===== config.mk =====
export PLATFORM = sky130hd
export DESIGN_NAME = snn_input_loader_flat
export DESIGN_NICKNAME = d
export VERILOG_FILES = /design/src/rtl/snn_pkg.sv /design/src/rtl/snn_input_loader_if.sv /design/src/rtl/snn_bit_unpacker.sv /design/src/rtl/snn_input_loader.sv /design/src/flat_wrapper.sv
export SDC_FILE = /design/constraint.sdc
export NUM_CORES = 1
export LEC_CHECK = 0
export CELL_PAD_IN_SITES_DETAIL_PLACEMENT = 0
export CELL_PAD_IN_SITES_GLOBAL_PLACEMENT = 2
export CORE_UTILIZATION = 34
export DETAILED_ROUTE_END_ITERATION = 7
export PLACE_DENSITY = 0.81
export SYNTH_ARGS = -nofsm -noshare
export SYNTH_HDL_FRONTEND = slang
export SYNTH_SLANG_ARGS = --single-unit

===== constraint.sdc =====
create_clock -name clk -period 5.81 [get_ports clk]
set_clock_uncertainty 0.05 [all_clocks]
set_input_delay 0.581 -clock clk [delete_from_list [all_inputs] [get_ports clk]]
set_output_delay 0.581 -clock clk [all_outputs]
set_load 0.01 [all_outputs]

===== src/rtl/snn_pkg.sv =====
// Shared constants, loader FSM state type and the digit-to-ASCII helper
// for the SNN input front end.
package snn_pkg;

   localparam int         NUM_INPUT_BITS  = 784;
   localparam int         NUM_INPUT_BYTES = NUM_INPUT_BITS / 8;
   localparam logic [7:0] ASCII_ZERO      = 8'h30;
   localparam logic [7:0] ASCII_UNKNOWN   = 8'h3F;
   localparam int         ADDR_W          = 10;
   localparam int         BYTE_CNT_W      = 7;

   typedef enum logic [2:0] {
      LOAD,
      UNPACK,
      START,
      WAIT_CORE,
      SEND,
      TX_WAIT
   } loader_state_t;

   // Digits 0..9 map onto ofs+digit; anything larger is reported as '?'.
   function automatic logic [7:0] digit_to_ascii(input logic [3:0] digit,
                                                 input logic [7:0] ofs);
      return (digit <= 4'd9) ? ofs + {4'b0000, digit} : ASCII_UNKNOWN;
   endfunction

endpackage


===== src/rtl/snn_input_loader_if.sv =====
// Signal bundle between the input loader and its surroundings: UART RX/TX
// handshakes, the snn_core start/done handshake and the input-unit RAM port.
// The loader connects through 'slave'; the environment side uses 'master'.
interface snn_input_loader_if;
   import snn_pkg::*;

   logic              rx_rdy;
   logic [7:0]        rx_data;
   logic [ADDR_W-1:0] core_addr;
   logic              core_done;
   logic [3:0]        core_digit;
   logic              tx_done;
   logic [ADDR_W-1:0] ram_addr;
   logic              ram_d;
   logic              ram_we;
   logic              core_start;
   logic              tx_start;
   logic [7:0]        tx_data;
   logic              busy;
   logic              overrun;

   modport master (
      output rx_rdy, rx_data, core_addr, core_done, core_digit, tx_done,
      input  ram_addr, ram_d, ram_we, core_start, tx_start, tx_data, busy, overrun
   );

   modport slave (
      input  rx_rdy, rx_data, core_addr, core_done, core_digit, tx_done,
      output ram_addr, ram_d, ram_we, core_start, tx_start, tx_data, busy, overrun
   );

endinterface


===== src/rtl/snn_bit_unpacker.sv =====
// Serialises one received byte into single pixel bits, LSB first, and keeps
// a one-deep hold buffer so a byte arriving mid-unpack is not lost.
module snn_bit_unpacker (
   input  logic       clk,
   input  logic       rst_n,
   input  logic [7:0] byte_i,
   input  logic       load_i,
   input  logic       buf_wr_i,
   input  logic       pop_i,
   input  logic       shift_en_i,
   input  logic       clear_i,
   output logic       bit_o,
   output logic [2:0] bit_cnt_o,
   output logic       last_bit_o,
   output logic       buf_full_o
);

   logic [7:0] shift_q, shift_d;
   logic [7:0] buf_q, buf_d;
   logic       buf_full_q, buf_full_d;
   logic [2:0] bit_cnt_q, bit_cnt_d;

   assign bit_o      = shift_q[0];
   assign bit_cnt_o  = bit_cnt_q;
   assign last_bit_o = (bit_cnt_q == 3'd7);
   assign buf_full_o = buf_full_q;

   // Next-state for shift register, bit counter and hold buffer.
   always_comb begin
      // NOTE: every variable gets a default first so no path leaves it unassigned (no latch).
      shift_d    = shift_q;
      buf_d      = buf_q;
      buf_full_d = buf_full_q;
      bit_cnt_d  = bit_cnt_q;

      // Refill from the buffer beats a fresh RX byte, which beats shifting.
      if (pop_i) begin
         shift_d    = buf_q;
         buf_full_d = 1'b0;
      end else if (load_i) begin
         shift_d = byte_i;
      end else if (shift_en_i) begin
         shift_d = {1'b0, shift_q[7:1]};
      end

      // Bit 7 returns the counter to 0 explicitly instead of letting it overflow.
      if (shift_en_i) begin
         bit_cnt_d = last_bit_o ? 3'd0 : bit_cnt_q + 3'd1;
      end

      if (buf_wr_i) begin
         buf_d      = byte_i;
         buf_full_d = 1'b1;
      end

      if (clear_i) begin
         bit_cnt_d  = 3'd0;
         buf_full_d = 1'b0;
      end
   end

   // State registers.
   always_ff @(posedge clk or negedge rst_n) begin
      // NOTE: non-blocking assignments so every register samples pre-edge values.
      if (!rst_n) begin
         shift_q    <= '0;
         buf_q      <= '0;
         buf_full_q <= 1'b0;
         bit_cnt_q  <= '0;
      end else begin
         shift_q    <= shift_d;
         buf_q      <= buf_d;
         buf_full_q <= buf_full_d;
         bit_cnt_q  <= bit_cnt_d;
      end
   end

endmodule


===== src/rtl/snn_input_loader.sv =====
// Front end of the SNN core: unpacks a 98-byte UART image into the 784x1
// input-unit RAM, starts the core, and returns the digit as ASCII over UART.
module snn_input_loader
   import snn_pkg::*;
#(
   parameter int         NUM_BITS  = NUM_INPUT_BITS,
   parameter int         NUM_BYTES = NUM_BITS / 8,
   parameter logic [7:0] ASCII_OFS = ASCII_ZERO
) (
   input logic               clk,
   input logic               rst_n,
   snn_input_loader_if.slave bus
);

   loader_state_t         state_q, state_d;
   logic [BYTE_CNT_W-1:0] byte_cnt_q, byte_cnt_d;
   logic [ADDR_W-1:0]     last_addr_q, last_addr_d;
   logic [7:0]            tx_data_q, tx_data_d;
   logic                  overrun_q, overrun_d;

   logic                  up_bit, up_last, up_full;
   logic [2:0]            up_bit_cnt;
   logic                  up_load, up_buf_wr, up_pop, up_shift, up_clear;

   logic [ADDR_W-1:0]     ram_addr;
   logic                  ram_d, ram_we, core_start, tx_start;
   logic                  final_byte;

   assign final_byte = (byte_cnt_q == BYTE_CNT_W'(NUM_BYTES - 1));

   snn_bit_unpacker u_unpacker (
      .clk       (clk),
      .rst_n     (rst_n),
      .byte_i    (bus.rx_data),
      .load_i    (up_load),
      .buf_wr_i  (up_buf_wr),
      .pop_i     (up_pop),
      .shift_en_i(up_shift),
      .clear_i   (up_clear),
      .bit_o     (up_bit),
      .bit_cnt_o (up_bit_cnt),
      .last_bit_o(up_last),
      .buf_full_o(up_full)
   );

   // FSM next state, RAM address mux, unpacker control and sticky overrun.
   always_comb begin
      state_d     = state_q;
      byte_cnt_d  = byte_cnt_q;
      last_addr_d = last_addr_q;
      tx_data_d   = tx_data_q;
      overrun_d   = overrun_q;
      up_load     = 1'b0;
      up_buf_wr   = 1'b0;
      up_pop      = 1'b0;
      up_shift    = 1'b0;
      up_clear    = 1'b0;
      ram_addr    = last_addr_q;
      ram_d       = 1'b0;
      ram_we      = 1'b0;
      core_start  = 1'b0;
      tx_start    = 1'b0;

      unique case (state_q)
         LOAD: begin
            if (bus.rx_rdy) begin
               up_load = 1'b1;
               state_d = UNPACK;
            end
         end

         UNPACK: begin
            ram_we      = 1'b1;
            ram_addr    = {byte_cnt_q, up_bit_cnt};
            ram_d       = up_bit;
            last_addr_d = {byte_cnt_q, up_bit_cnt};
            up_shift    = 1'b1;
            if (up_last) begin
               byte_cnt_d = byte_cnt_q + 1'b1;
               if (final_byte) begin
                  // A byte arriving with the image already complete has nowhere to go.
                  state_d = START;
                  if (bus.rx_rdy) overrun_d = 1'b1;
               end else if (up_full) begin
                  up_pop = 1'b1;
                  if (bus.rx_rdy) overrun_d = 1'b1;
               end else if (bus.rx_rdy) begin
                  // Byte arriving as the unpack ends is taken directly, skipping LOAD.
                  up_load = 1'b1;
               end else begin
                  state_d = LOAD;
               end
            end else if (bus.rx_rdy) begin
               if (up_full) overrun_d = 1'b1;
               else         up_buf_wr = 1'b1;
            end
         end

         START: begin
            core_start = 1'b1;
            byte_cnt_d = '0;
            up_clear   = 1'b1;
            // A byte still buffered here belongs to no image and is flushed.
            if (bus.rx_rdy || up_full) overrun_d = 1'b1;
            state_d = WAIT_CORE;
         end

         WAIT_CORE: begin
            ram_addr = bus.core_addr;
            if (bus.rx_rdy) overrun_d = 1'b1;
            if (bus.core_done) begin
               tx_data_d = digit_to_ascii(bus.core_digit, ASCII_OFS);
               state_d   = SEND;
            end
         end

         SEND: begin
            tx_start = 1'b1;
            if (bus.rx_rdy) overrun_d = 1'b1;
            state_d = TX_WAIT;
         end

         TX_WAIT: begin
            if (bus.tx_done) begin
               if (bus.rx_rdy) begin
                  up_load = 1'b1;
                  state_d = UNPACK;
               end else begin
                  state_d = LOAD;
               end
            end else if (bus.rx_rdy) begin
               overrun_d = 1'b1;
            end
         end

         default: state_d = LOAD;
      endcase
   end

   // Loader state, byte counter, last loader address, TX byte and overrun flag.
   always_ff @(posedge clk or negedge rst_n) begin
      if (!rst_n) begin
         state_q     <= LOAD;
         byte_cnt_q  <= '0;
         last_addr_q <= '0;
         tx_data_q   <= '0;
         overrun_q   <= 1'b0;
      end else begin
         state_q     <= state_d;
         byte_cnt_q  <= byte_cnt_d;
         last_addr_q <= last_addr_d;
         tx_data_q   <= tx_data_d;
         overrun_q   <= overrun_d;
      end
   end

   assign bus.ram_addr   = ram_addr;
   assign bus.ram_d      = ram_d;
   assign bus.ram_we     = ram_we;
   assign bus.core_start = core_start;
   assign bus.tx_start   = tx_start;
   assign bus.tx_data    = tx_data_q;
   assign bus.busy       = (state_q != LOAD);
   assign bus.overrun    = overrun_q;

endmodule


===== src/flat_wrapper.sv =====
// flat-port wrapper written by rule: the top's interface ports become plain ports
module snn_input_loader_flat import snn_pkg::*;
#(
   parameter int         NUM_BITS  = NUM_INPUT_BITS,
   parameter int         NUM_BYTES = NUM_BITS / 8,
   parameter logic [7:0] ASCII_OFS = ASCII_ZERO
)
  (clk, rst_n, bus_rx_rdy, bus_rx_data, bus_core_addr, bus_core_done, bus_core_digit, bus_tx_done, bus_ram_addr, bus_ram_d, bus_ram_we, bus_core_start, bus_tx_start, bus_tx_data, bus_busy, bus_overrun);
  snn_input_loader_if bus_i ();
  input logic clk;
  input logic rst_n;
  input wire logic [$bits(bus_i.rx_rdy)-1:0] bus_rx_rdy;
  input wire logic [$bits(bus_i.rx_data)-1:0] bus_rx_data;
  input wire logic [$bits(bus_i.core_addr)-1:0] bus_core_addr;
  input wire logic [$bits(bus_i.core_done)-1:0] bus_core_done;
  input wire logic [$bits(bus_i.core_digit)-1:0] bus_core_digit;
  input wire logic [$bits(bus_i.tx_done)-1:0] bus_tx_done;
  output wire logic [$bits(bus_i.ram_addr)-1:0] bus_ram_addr;
  output wire logic [$bits(bus_i.ram_d)-1:0] bus_ram_d;
  output wire logic [$bits(bus_i.ram_we)-1:0] bus_ram_we;
  output wire logic [$bits(bus_i.core_start)-1:0] bus_core_start;
  output wire logic [$bits(bus_i.tx_start)-1:0] bus_tx_start;
  output wire logic [$bits(bus_i.tx_data)-1:0] bus_tx_data;
  output wire logic [$bits(bus_i.busy)-1:0] bus_busy;
  output wire logic [$bits(bus_i.overrun)-1:0] bus_overrun;
  assign bus_i.rx_rdy = bus_rx_rdy;
  assign bus_i.rx_data = bus_rx_data;
  assign bus_i.core_addr = bus_core_addr;
  assign bus_i.core_done = bus_core_done;
  assign bus_i.core_digit = bus_core_digit;
  assign bus_i.tx_done = bus_tx_done;
  assign bus_ram_addr = bus_i.ram_addr;
  assign bus_ram_d = bus_i.ram_d;
  assign bus_ram_we = bus_i.ram_we;
  assign bus_core_start = bus_i.core_start;
  assign bus_tx_start = bus_i.tx_start;
  assign bus_tx_data = bus_i.tx_data;
  assign bus_busy = bus_i.busy;
  assign bus_overrun = bus_i.overrun;
  snn_input_loader #(.NUM_BITS(NUM_BITS), .NUM_BYTES(NUM_BYTES), .ASCII_OFS(ASCII_OFS)) u_core (.clk(clk), .rst_n(rst_n), .bus(bus_i));
endmodule

==> key figures <==
Run status
  • Status: finished, final reports clean

GRT
  • Vias in the first global route: 1966
  • Initial antenna violation count: 0
  • GRT Overall Usage: 0.159
  • First-pass GRT wire length: around 9400 um
  • Gr ovfl total: 0
  • Largest net degree at the start of global routing: 47

Synthesis
  • Asr flop ratio synth: 1.00
  • Synth warn: 0
  • Post-synth top area cell: dfrtp_1
  • Top FF cell, synth: dfrtp_1
  • Register bit total from synthesis: 46
  • Top-count cell post-synth: dfrtp_1
  • Mapped Cells: 248
  • Post-Syn Area: 2500 sq um
  • Top post-synthesis cells by area: dfrtp_1 46%, mux2_2 8.6%, o21ai_0 5.0%, mux2i_1 4.0%, nand2_1 3.9%
  • Sequential-to-total area share from yosys stat: 0.460
  • Post-Syn Area per Cell: 10.1 sq um
  • Most instantiated cells after synthesis: 46 x dfrtp_1, 26 x nand2_1, 25 x o21ai_0
  • Synth unique cells: 47
  • Number of synthesized flops with an enable pin: 0
  • Synth top area share: 0.460

Worst setup path
  • WS Path Type: reg -> out
  • CP Capture Type: primary output
  • Peak fanout along the critical path: 23
  • Startpoint types: flip-flop
  • Critical Path RT: 5.18 ns
  • Worst EP arrival: 2.76 ns

Timing
  • Fmax: 295 MHz
  • Period utilization: 0.583
  • Max Slew Vio Count: 0
  • Worst Tran Pin Value: 1.05 ns
  • Headroom to the max-slew limit: 0.300
  • Post-Route Setup TNS: 0 ns
  • Final hold vios: 0
  • Worst hold slack: 0.403 ns
  • Final Setup Violations: 0
  • Final min period: 3.39 ns
  • RSZ-0062 raised after global routing: false

Power
  • Overall Power: 1.16 mW
  • Maximum vdd drop: between 0.1 and 0.15 mV
  • Leakage: about 1.4 nW
  • PwrDens: about 370 nW/um^2

Clock network
  • Longest Clk Path Bufs: 2
  • Post-CTS sizing: 0
  • Clock buffer count from CTS: 5
  • Worst skew pair latency: about 0.3 ns
  • Hold buffer count at CTS: 0
  • TritonCTS Sinks: 46
  • Clock transition at the registers of the reported paths: around 0.090 ns
  • CTS tree: done
  • # Post-CTS Setup Buffers: 0
  • CTS Root Cell: clkbuf_8
  • CTS H-tree lvls: 2

Drt
  • Vias: 1945
  • Final ANT Viol Nets: 0
  • Drt drc: 0
  • Post-Route WL: 5530 um
  • First drt pass iteration count: 4
  • DR iter-0 viols: 87
  • WL per Instance: 14.2 um
  • Vias per cell: 5.00

Final layout
  • Final net count: 323
  • Inserted Diodes: 0
  • FILL cells: 677
  • Post-Layout Cell Count: 389
  • Finished Cell Area: 3130 sq um
  • Share of cells above drive strength 1: 0.126
  • P&R area growth vs syn: 25.1%

Placed design
  • Placed cell areas: between 3000 and 4000 sq um
  • Port bufs: 48
  • HPWL after DPL: 3780 um
  • GPL Wtd Cong: between 0.7 and 0.8
  • Placed insts: 381

Floorplan
  • Die area: 7700 sq um
  • Initial core utilization: 0.360
  • Core area: 6940 sq um
  • Site Rows: 30
  • Die X: around 88 um
  • Die Y: between 80 and 90 um
  • IO Pins: between 50 and 60

Job
  • Max-Cap Viols: 0

Worst hold path
  • Worst hold path class: in -> async
## critical path: stages, from the launching register on
cell and delay [ns]:
dfrtp_1 0.56, nand2b_1 0.57, nor2_2 0.37, buf_4 0.29, and2_1 0.15, clkdlybuf4s50_1 0.52
## flip-flops by register name, indices dropped and copies added (netlist names)
name                          flops
u_core.u_unpacker.shift_q         8
u_core.byte_cnt_q                 7
u_core.bus.tx_data                5
u_core.state_q                    3
u_core.u_unpacker.buf_q           8
u_core.u_unpacker.buf_full_o      1
u_core.u_unpacker.bit_cnt_o       3
u_core.bus.overrun                1
u_core.last_addr_q               10
## path summary, 6_finish.rpt
path,from,endpoint,slack [ns],cells past startpoint
worst max-delay path,u_core.state_q[2],bus_ram_d,2.42,5
worst min-delay path,rst_n,u_core.last_addr_q[7],0.40,1
worst max register to register,u_core.state_q[2],u_core.u_unpacker.shift_q[0],3.15,5
worst min register to register,u_core.u_unpacker.shift_q[3],u_core.u_unpacker.shift_q[3],0.43,1
max in group asynchronous,rst_n,u_core.u_unpacker.shift_q[1],4.64,1
min in group clk,u_core.u_unpacker.shift_q[3],u_core.u_unpacker.shift_q[3],0.43,1
## kinds of logic (layout without fill, tap and decap cells)
| kind of cell | Yosys count | in the layout | share of synthesized area |
|---|---|---|---|
| compound gates | 64 | 64 | 0.179 |
| xor+xnor | 4 | 4 | 0.0140 |
| fa+ha+maj | 4 | 4 | 0.0200 |
| buf+inv | 18 | 62 | 0.0370 |
| flops | 46 | 46 | 0.460 |
| mux | 30 | 30 | 0.130 |
| other cells | 1 | 2 | 0.00150 |
| simple gates | 81 | 81 | 0.158 |
## final cells by class
cell class | instances | area, sq um | area share
Clock buffer | 7 | 86.3 | 0.0276
Clock inverter | 1 | 5.00 | 0.00160
Inverter | 4 | 15.0 | 0.00480
Multi-Input combinational cell | 185 | 1260 | 0.403
Sequential cell | 46 | 1150 | 0.368
Tap cell | 96 | 120 | 0.0384
Timing Repair Buffer | 50 | 490 | 0.157
## metrics by stage
stage,utilization,setup slack [ns]
6_report,0.450,2.42
5_1_grt,0.450,2.12
4_1_cts,0.450,2.36
3_5_place_dp,0.437,2.70
3_3_place_gp,0.437,2.75
2_1_floorplan,-,3.67
## layout by cell type, fill, tap and decap left out, types with 8 or more instances in the layout
cell / Yosys / final
clkdlybuf4s50_1: 0 / 47
dfrtp_1: 46 / 46
nand2_1: 26 / 26
o21ai_0: 25 / 25
nor2_1: 22 / 22
mux2_2: 19 / 19
mux2i_1: 10 / 10
nand3_1: 10 / 10
a21oi_1: 8 / 8
## routing by layer
| metal | wire length, um | GRT usage |
|---|---|---|
| met1 | 2730 | 0.210 |
| met3 | 244 | 0.0368 |
| met5 | 0 | 0 |
| met2 | 2500 | 0.261 |
| met4 | 59 | 0.0447 |
## where the power goes
| group | internal [mW] | switching, mW | leakage [nW] |
|---|---|---|---|
| sequential | 0.416 | 0.0809 | 0.592 |
| combinational | 0.239 | 0.218 | 0.711 |
| clock | 0.0962 | 0.109 | 0.0482 |
| total | 0.751 | 0.408 | 1.35 |
Power figures use the tool's default switching activity.
